$ cat config.mk
export PLATFORM = sky130hd
export DESIGN_NAME = cpu_control_unit
export DESIGN_NICKNAME = d
export VERILOG_FILES = /design/src/rtl/cpu_control_unit.sv
export SDC_FILE = /design/constraint.sdc
export NUM_CORES = 1
export LEC_CHECK = 0
export CAP_MARGIN = 10
export CORE_MARGIN = 2
export CORE_UTILIZATION = 27
export DETAILED_ROUTE_END_ITERATION = 10
export PLACE_DENSITY = 0.78
export SYNTH_ARGS = -nofsm -noshare
export SYNTH_HDL_FRONTEND = slang
export SYNTH_SLANG_ARGS = --single-unit
$ cat constraint.sdc
create_clock -name clk -period 1.86 [get_ports clk]
set_input_delay 0.186 -clock clk [delete_from_list [all_inputs] [get_ports clk]]
set_output_delay 0.186 -clock clk [all_outputs]
set_load 0.05 [all_outputs]
$ cat src/rtl/cpu_control_unit.sv
// Instruction sequencer for the lab8 16-bit RISC CPU: fetches into IR, decodes,
// and drives every datapath strobe as a Moore function of state and held IR.
module cpu_control_unit (
    input  logic        clk,
    input  logic        reset,
    input  logic        run,
    input  logic        step,
    input  logic [15:0] ir,
    input  logic        Z,
    output logic        pc_ld,
    output logic        pc_inc,
    output logic        ir_ld,
    output logic        adr_sel,
    output logic        w_en,
    output logic        s_sel,
    output logic        mem_we,
    output logic [3:0]  alu_op,
    output logic [3:0]  w_adr,
    output logic [3:0]  r_adr,
    output logic [3:0]  s_adr,
    output logic        halted,
    output logic        illegal,
    output logic [2:0]  state
);

    localparam logic [2:0] ST_FETCH   = 3'd0;
    localparam logic [2:0] ST_FETCH_W = 3'd1;
    localparam logic [2:0] ST_DECODE  = 3'd2;
    localparam logic [2:0] ST_EXEC    = 3'd3;
    localparam logic [2:0] ST_MEM_RD  = 3'd4;
    localparam logic [2:0] ST_WB      = 3'd5;
    localparam logic [2:0] ST_HALT    = 3'd7;

    localparam logic [3:0] OP_LD   = 4'h8;
    localparam logic [3:0] OP_ST   = 4'h9;
    localparam logic [3:0] OP_JMP  = 4'hA;
    localparam logic [3:0] OP_JZ   = 4'hB;
    localparam logic [3:0] OP_HALT = 4'hF;

    logic [2:0] state_q;
    logic [2:0] state_d;
    logic       illegal_q;
    logic       illegal_d;
    logic [3:0] opcode;
    logic       op_undefined;

    assign opcode       = ir[15:12];
    assign op_undefined = (opcode >= 4'hC) && (opcode <= 4'hE);

    always_ff @(posedge clk or negedge reset) begin
        if (!reset) begin
            state_q   <= ST_FETCH;
            illegal_q <= 1'b0;
        end else begin
            state_q   <= state_d;
            illegal_q <= illegal_d;
        end
    end

    always_comb begin
        state_d   = state_q;
        illegal_d = illegal_q;
        case (state_q)
            ST_FETCH:   if (run || step) state_d = ST_FETCH_W;
            ST_FETCH_W: state_d = ST_DECODE;
            ST_DECODE: begin
                if (opcode == OP_HALT) begin
                    state_d = ST_HALT;
                end else if (op_undefined) begin
                    state_d   = ST_HALT;
                    illegal_d = 1'b1;
                end else begin
                    state_d = ST_EXEC;
                end
            end
            ST_EXEC:    state_d = (opcode == OP_LD) ? ST_MEM_RD : ST_FETCH;
            ST_MEM_RD:  state_d = ST_WB;
            ST_WB:      state_d = ST_FETCH;
            ST_HALT:    state_d = ST_HALT;
            // Unused code 6 falls back to a clean fetch
            default:    state_d = ST_FETCH;
        endcase
    end

    always_comb begin
        pc_ld   = 1'b0;
        pc_inc  = 1'b0;
        ir_ld   = 1'b0;
        adr_sel = 1'b0;
        w_en    = 1'b0;
        s_sel   = 1'b0;
        mem_we  = 1'b0;
        alu_op  = 4'h0;
        w_adr   = 4'h0;
        r_adr   = 4'h0;
        s_adr   = 4'h0;
        case (state_q)
            ST_FETCH_W: begin
                ir_ld  = 1'b1;
                pc_inc = 1'b1;
            end
            ST_DECODE: begin
                w_adr = ir[11:8];
                r_adr = ir[7:4];
                s_adr = ir[3:0];
            end
            ST_EXEC: begin
                w_adr = ir[11:8];
                r_adr = ir[7:4];
                s_adr = ir[3:0];
                if ((opcode >= 4'h1) && (opcode <= 4'h7)) begin
                    alu_op = opcode;
                    w_en   = 1'b1;
                end else begin
                    case (opcode)
                        OP_LD:   adr_sel = 1'b1;
                        OP_ST: begin
                            adr_sel = 1'b1;
                            mem_we  = 1'b1;
                        end
                        OP_JMP:  pc_ld = 1'b1;
                        OP_JZ:   pc_ld = Z;
                        default: ;
                    endcase
                end
            end
            ST_MEM_RD: begin
                adr_sel = 1'b1;
                w_adr   = ir[11:8];
                r_adr   = ir[7:4];
                s_adr   = ir[3:0];
            end
            ST_WB: begin
                // alu_op 0 passes the S-mux (RAM data) through to the write port
                adr_sel = 1'b1;
                s_sel   = 1'b1;
                w_en    = 1'b1;
                w_adr   = ir[11:8];
                r_adr   = ir[7:4];
                s_adr   = ir[3:0];
            end
            default: ;
        endcase
    end

    assign halted  = (state_q == ST_HALT);
    assign illegal = illegal_q;
    assign state   = state_q;

endmodule
# [Yosys cells after proc, flatten, opt, wreduce, memory -nomap -nowiden]
# Cells that the tools add are included.
[word_totals] regBits=4 in_bits=21 wordCells=50
[classes] magnitude_cmp=4 eq_ne=12 mux=23 n_bitwise=1 reduce_logical=8
[ops] op="4-bit == test, second input constant" n=5
[ops] op="4-bit 2-to-1 mux" n=5
[ops] op="3-bit one-hot mux with 6 select lines" n=1
[ops] op="3-bit 2-to-1 mux" n=4
[ops] op="1-bit 2-to-1 mux" n=10
[ops] op="3-bit == test, second input constant" n=3
[ops] op="3-bit by 2-bit == test with 1-bit output, second input constant" n=2
[ops] op="1-bit one-hot mux with 2 select lines" n=3
[ops] op="4-bit by 1-bit greater-or-equal comparator with 1-bit output, second input constant" n=1
[ops] op="4-bit greater-or-equal comparator, second input constant" n=1
[ops] op="4-bit by 3-bit less-or-equal comparator with 1-bit output, second input constant" n=1
[ops] op="4-bit less-or-equal comparator, second input constant" n=1
[ops] op="2-bit OR reduction" n=2
[ops] op="4-bit OR reduction" n=1
[ops] op="3-bit by 1-bit == test with 1-bit output, second input constant" n=1
[ops] op="3-bit zero test" n=1
[ops] op="3-bit AND reduction" n=1
[ops] op="1-bit logical AND" n=2
[ops] op="2-bit != test, second input constant" n=1
[ops] op="1-bit logical OR" n=1
[ops] op="1-bit NOT" n=1

# [Logic depth before layout (Yosys ltp)]
[depth] depth_word=5 ltp_mapped=4

# [Least setup slack after synthesis]
# No wires, ideal clock.
[synth_timing] path_kind="reg2out" startpoint="register state_q[0] (netlist: state[0])" endpoint="output port pc_ld" t_arrival_ns=2.673 setup_slack_ns=-0.999 path_stages_with_launch=4 path_cell_list="dfrtp_1 > clkbuf_8 > nand4b_4 > nor4b_1"
[synth_between] elab_chain_cells=2
[synth_lines] item="start: declaration" line="40" text="logic [2:0] state_q;"
[synth_lines] item="start signal: assignment" line="55" text="state_q <= state_d;"
[synth_lines] item="3-bit by 2-bit == test with 1-bit output" line="97" text="case (state_q)"
[synth_lines] item="1-bit 2-to-1 mux" line="97"
[synth_lines] item="end: declaration" line="10" text="output logic pc_ld,"
# No other way between the ends.

# [Worst setup path after layout]
[layout_timing] startpoint="register state_q[2] (netlist: state[2])" endpoint="output port r_adr[0]"
[layout_between] elab_chain_cells=3 elab_cells_between_ends=6 cone_classes="eq/ne (4); mux (1); reduce/logical (1)"
[layout_lines] item="3-bit by 2-bit == test with 1-bit output or 3-bit == test (tied branches)" line="97"
[layout_lines] item="4-bit OR reduction (no source line) *"
[layout_lines] item="4-bit 2-to-1 mux *" line="97"
[layout_lines] item="end: declaration" line="19" text="output logic [3:0] r_adr,"
# Every way passes the cells marked *; elsewhere a longest branch is shown, timed or not.

==> impl_metrics.env <==
export IMPL_path_clk_slew_ps=40
export IMPL_tightest_slew_ps=497
export IMPL_vias_per_cell=4.85
export IMPL_post_route_period_util_pct=93.6
export IMPL_slew_violations=0
export IMPL_grt_usage_pct=18.7
export IMPL_core_sq_mm=0.00152
export IMPL_start_kind="flop"
export IMPL_wl_per_cell_um=14.3
export IMPL_dieArea_sq_mm=0.00200
export IMPL_synth_mux_area_share_pct=0
export IMPL_cp_end_kind="output pin"
export IMPL_cts_tree="built"
export IMPL_clock_fmax_mhz=574
export IMPL_critical_path_max_fanout=12
export IMPL_timing_slew_headroom_pct=66.7
export IMPL_antennaDiodeCount=0
export IMPL_antenna_found_initial=0
export IMPL_synthCells=52
export IMPL_seq_area_frac_synth_pct=22.3
export IMPL_clkSinkCount=4
export IMPL_dr_pass1_iters=4
export IMPL_cp_data_required_time_ps=1670
export IMPL_ys_seq_elements=4
export IMPL_fin_crit_ps=1740
export IMPL_row_count=14
export IMPL_synthTopCellsByArea="dfrtp_1 (22%), and2_1 (21%), nand4b_4 (5.3%), buf_6 (5.0%), nor4b_1 (3.9%)"
export IMPL_post_route_util_pct=76.4
export IMPL_route_detailed_drc=0
export IMPL_status="finished clean"
export IMPL_yosys_area_share_simple_pct=47.2
export IMPL_area_growth_pct=160
export IMPL_worstSkewPairLatency_ps=230
export IMPL_drt_total_wl_mm=1.60
export IMPL_setup_viol=0
export IMPL_fin_skew_ps=5.78
export IMPL_root_buffer="clkbuf_4"
export IMPL_max_clock_path_buffers=2
export IMPL_ioPinCount=49
export IMPL_synth_top_area_share_pct=22.3
export IMPL_cp_arrival_ps=1550
export IMPL_antenna_left=0
export IMPL_hpwl_mm=1.42
export IMPL_ir_drop_v=0.00127
export IMPL_syn_area_sq_um=448
export IMPL_synth_top_family_by_area="simple AND/OR/NAND/NOR gates"
export IMPL_ys_types=28
export IMPL_synth_top_area_cell="dfrtp_1"
export IMPL_grt_max_degree=14
export IMPL_drt_iter0_markers=9
export IMPL_syn_nets=73
export IMPL_hold_violations=0
export IMPL_dr_total_vias=543
export IMPL_start_util_pct=29.4
export IMPL_die_x_um=44.7
export IMPL_synthAdderAreaFrac_pct=0
export IMPL_cts_buffers=3
export IMPL_hp_class="input pin to asynchronous set/reset pin"
export IMPL_drive_gt1_share_pct=39.6
export IMPL_critical_path_class="flop to output pin"
export IMPL_synth_xor_area_share_pct=3.91
export IMPL_die_height_um=44.7
export IMPL_port_buffers=47
export IMPL_power_density_mw_per_mm2=2050
export IMPL_rsz0062_at_grt="false"
export IMPL_overflow=0
export IMPL_htreeDepth=1
export IMPL_grt_pass1_wl_mm=2.63
export IMPL_maxCapViolations=0
export IMPL_ys_warn_count=0
export IMPL_whs_ps=154
export IMPL_ff2ff_path_depth=3
export IMPL_synth_compound_area_share_pct=12.6
export IMPL_power_leakage_nw=0.476
export IMPL_globalplace_congestion=0.730
export IMPL_avgSynthCellArea_sq_um=8.61
export IMPL_finalNetCount=119
export IMPL_first_global_vias=556
[registers in the layout, summed over array words and instances, names as in the netlist]
name	flops
illegal	1
state	3
[final timing paths]
check / start / to / slack (ps)
min in group clk: illegal / illegal / 470
worst min-delay path: reset / state[2] / 150
max in group asynchronous: reset / state[1] / 1520
worst max register to register: state[2] / state[2] / 310
worst min register to register: illegal / illegal / 470
worst max-delay path: state[2] / r_adr[0] / 120
[layout by cell type, fill, tap and decap left out, types with 2 or more instances in the layout]
master           instances
dfrtp_1                  2
clkbuf_4                 3
nand2_1                  3
buf_12                  21
dfrtp_2                  2
nor2_1                   2
clkdlybuf4s50_1         22
nor4b_4                  2
or4_1                    2
and2_1                  15
buf_4                    4
[stage by stage]
step	total power, mW	area, sq um	worst slack [ps]	TNS, ps	instances
6_report	2.39	1160	119	0	112
5_1_grt	2.50	1160	4.54	0	112
4_1_cts	2.42	1160	98.4	0	112
3_5_place_dp	2.29	1130	145	0	109
3_3_place_gp	2.26	1130	198	0	109
2_1_floorplan	1.43	499	-57.7	-57.7	52
[cell families (layout without fill, tap and decap cells)]
family,count (synthesis),after routing
buffers and inverters,7,51
other,1,1
AOI/OAI and AO/OA,8,8
DFF,4,4
xor gates and xnor gates,2,2
and+or+nand+nor,30,30
[where the power goes]
group	leakage, nW	internal [mW]	switching [mW]	total (mW)
Clock	0.0138	0.0720	0.0337	0.106
Sequential	0.0447	0.133	0.123	0.256
Combinational	0.418	0.889	1.14	2.03
[timing repair]
| item | 4_1_cts | 5_1_grt |
|---|---|---|
| setup endpoints to repair | 12 | 0 |
| gates resized for setup | 1 | 0 |
| hold buffers | 0 | 0 |
| setup buffers | 0 | 0 |
[final cells by class]
type                            instances  area [sq um]
Clock buffer                            3          22.5
Tap cell                               16          20.0
Inverter                                1          3.75
Multi-Input combinational cell         41           345
Sequential cell                         4           103
Timing Repair Buffer                   47           671
Fill cell                             106           359
[metal layers]
layer / global-route usage, % / share of wire (%)
met1: 21.3 / 34
met5: 0 / 0
met3: 4.40 / 4.1
met4: 11.5 / 1.8
met2: 31.3 / 60
[cell usage after synthesis]
cell type and number:
nand2_1 3, inv_1 1, o21bai_1 1, and4bb_2 1
a31oi_1 1, xor2_1 1, nand4b_1 1, and2_1 15
nor2_1 2, clkbuf_8 1, or4_1 2, clkbuf_1 1
nor4b_1 2, o22ai_1 1, o21ai_0 1, and3_2 1
a21oi_1 1, nor2b_1 1, xnor2_1 1, conb_1 1
buf_4 2, o31ai_1 1, nor3b_1 1, o32ai_1 1
a41o_1 1, dfrtp_1 4, buf_6 2, nand4b_4 1
[critical path, cell delays in order, from the launching register on]
cell and delay (ps):
dfrtp_1 550, xor2_2 370, and2_1 250, buf_12 150
No activity file was read; power rests on OpenSTA's default activity.
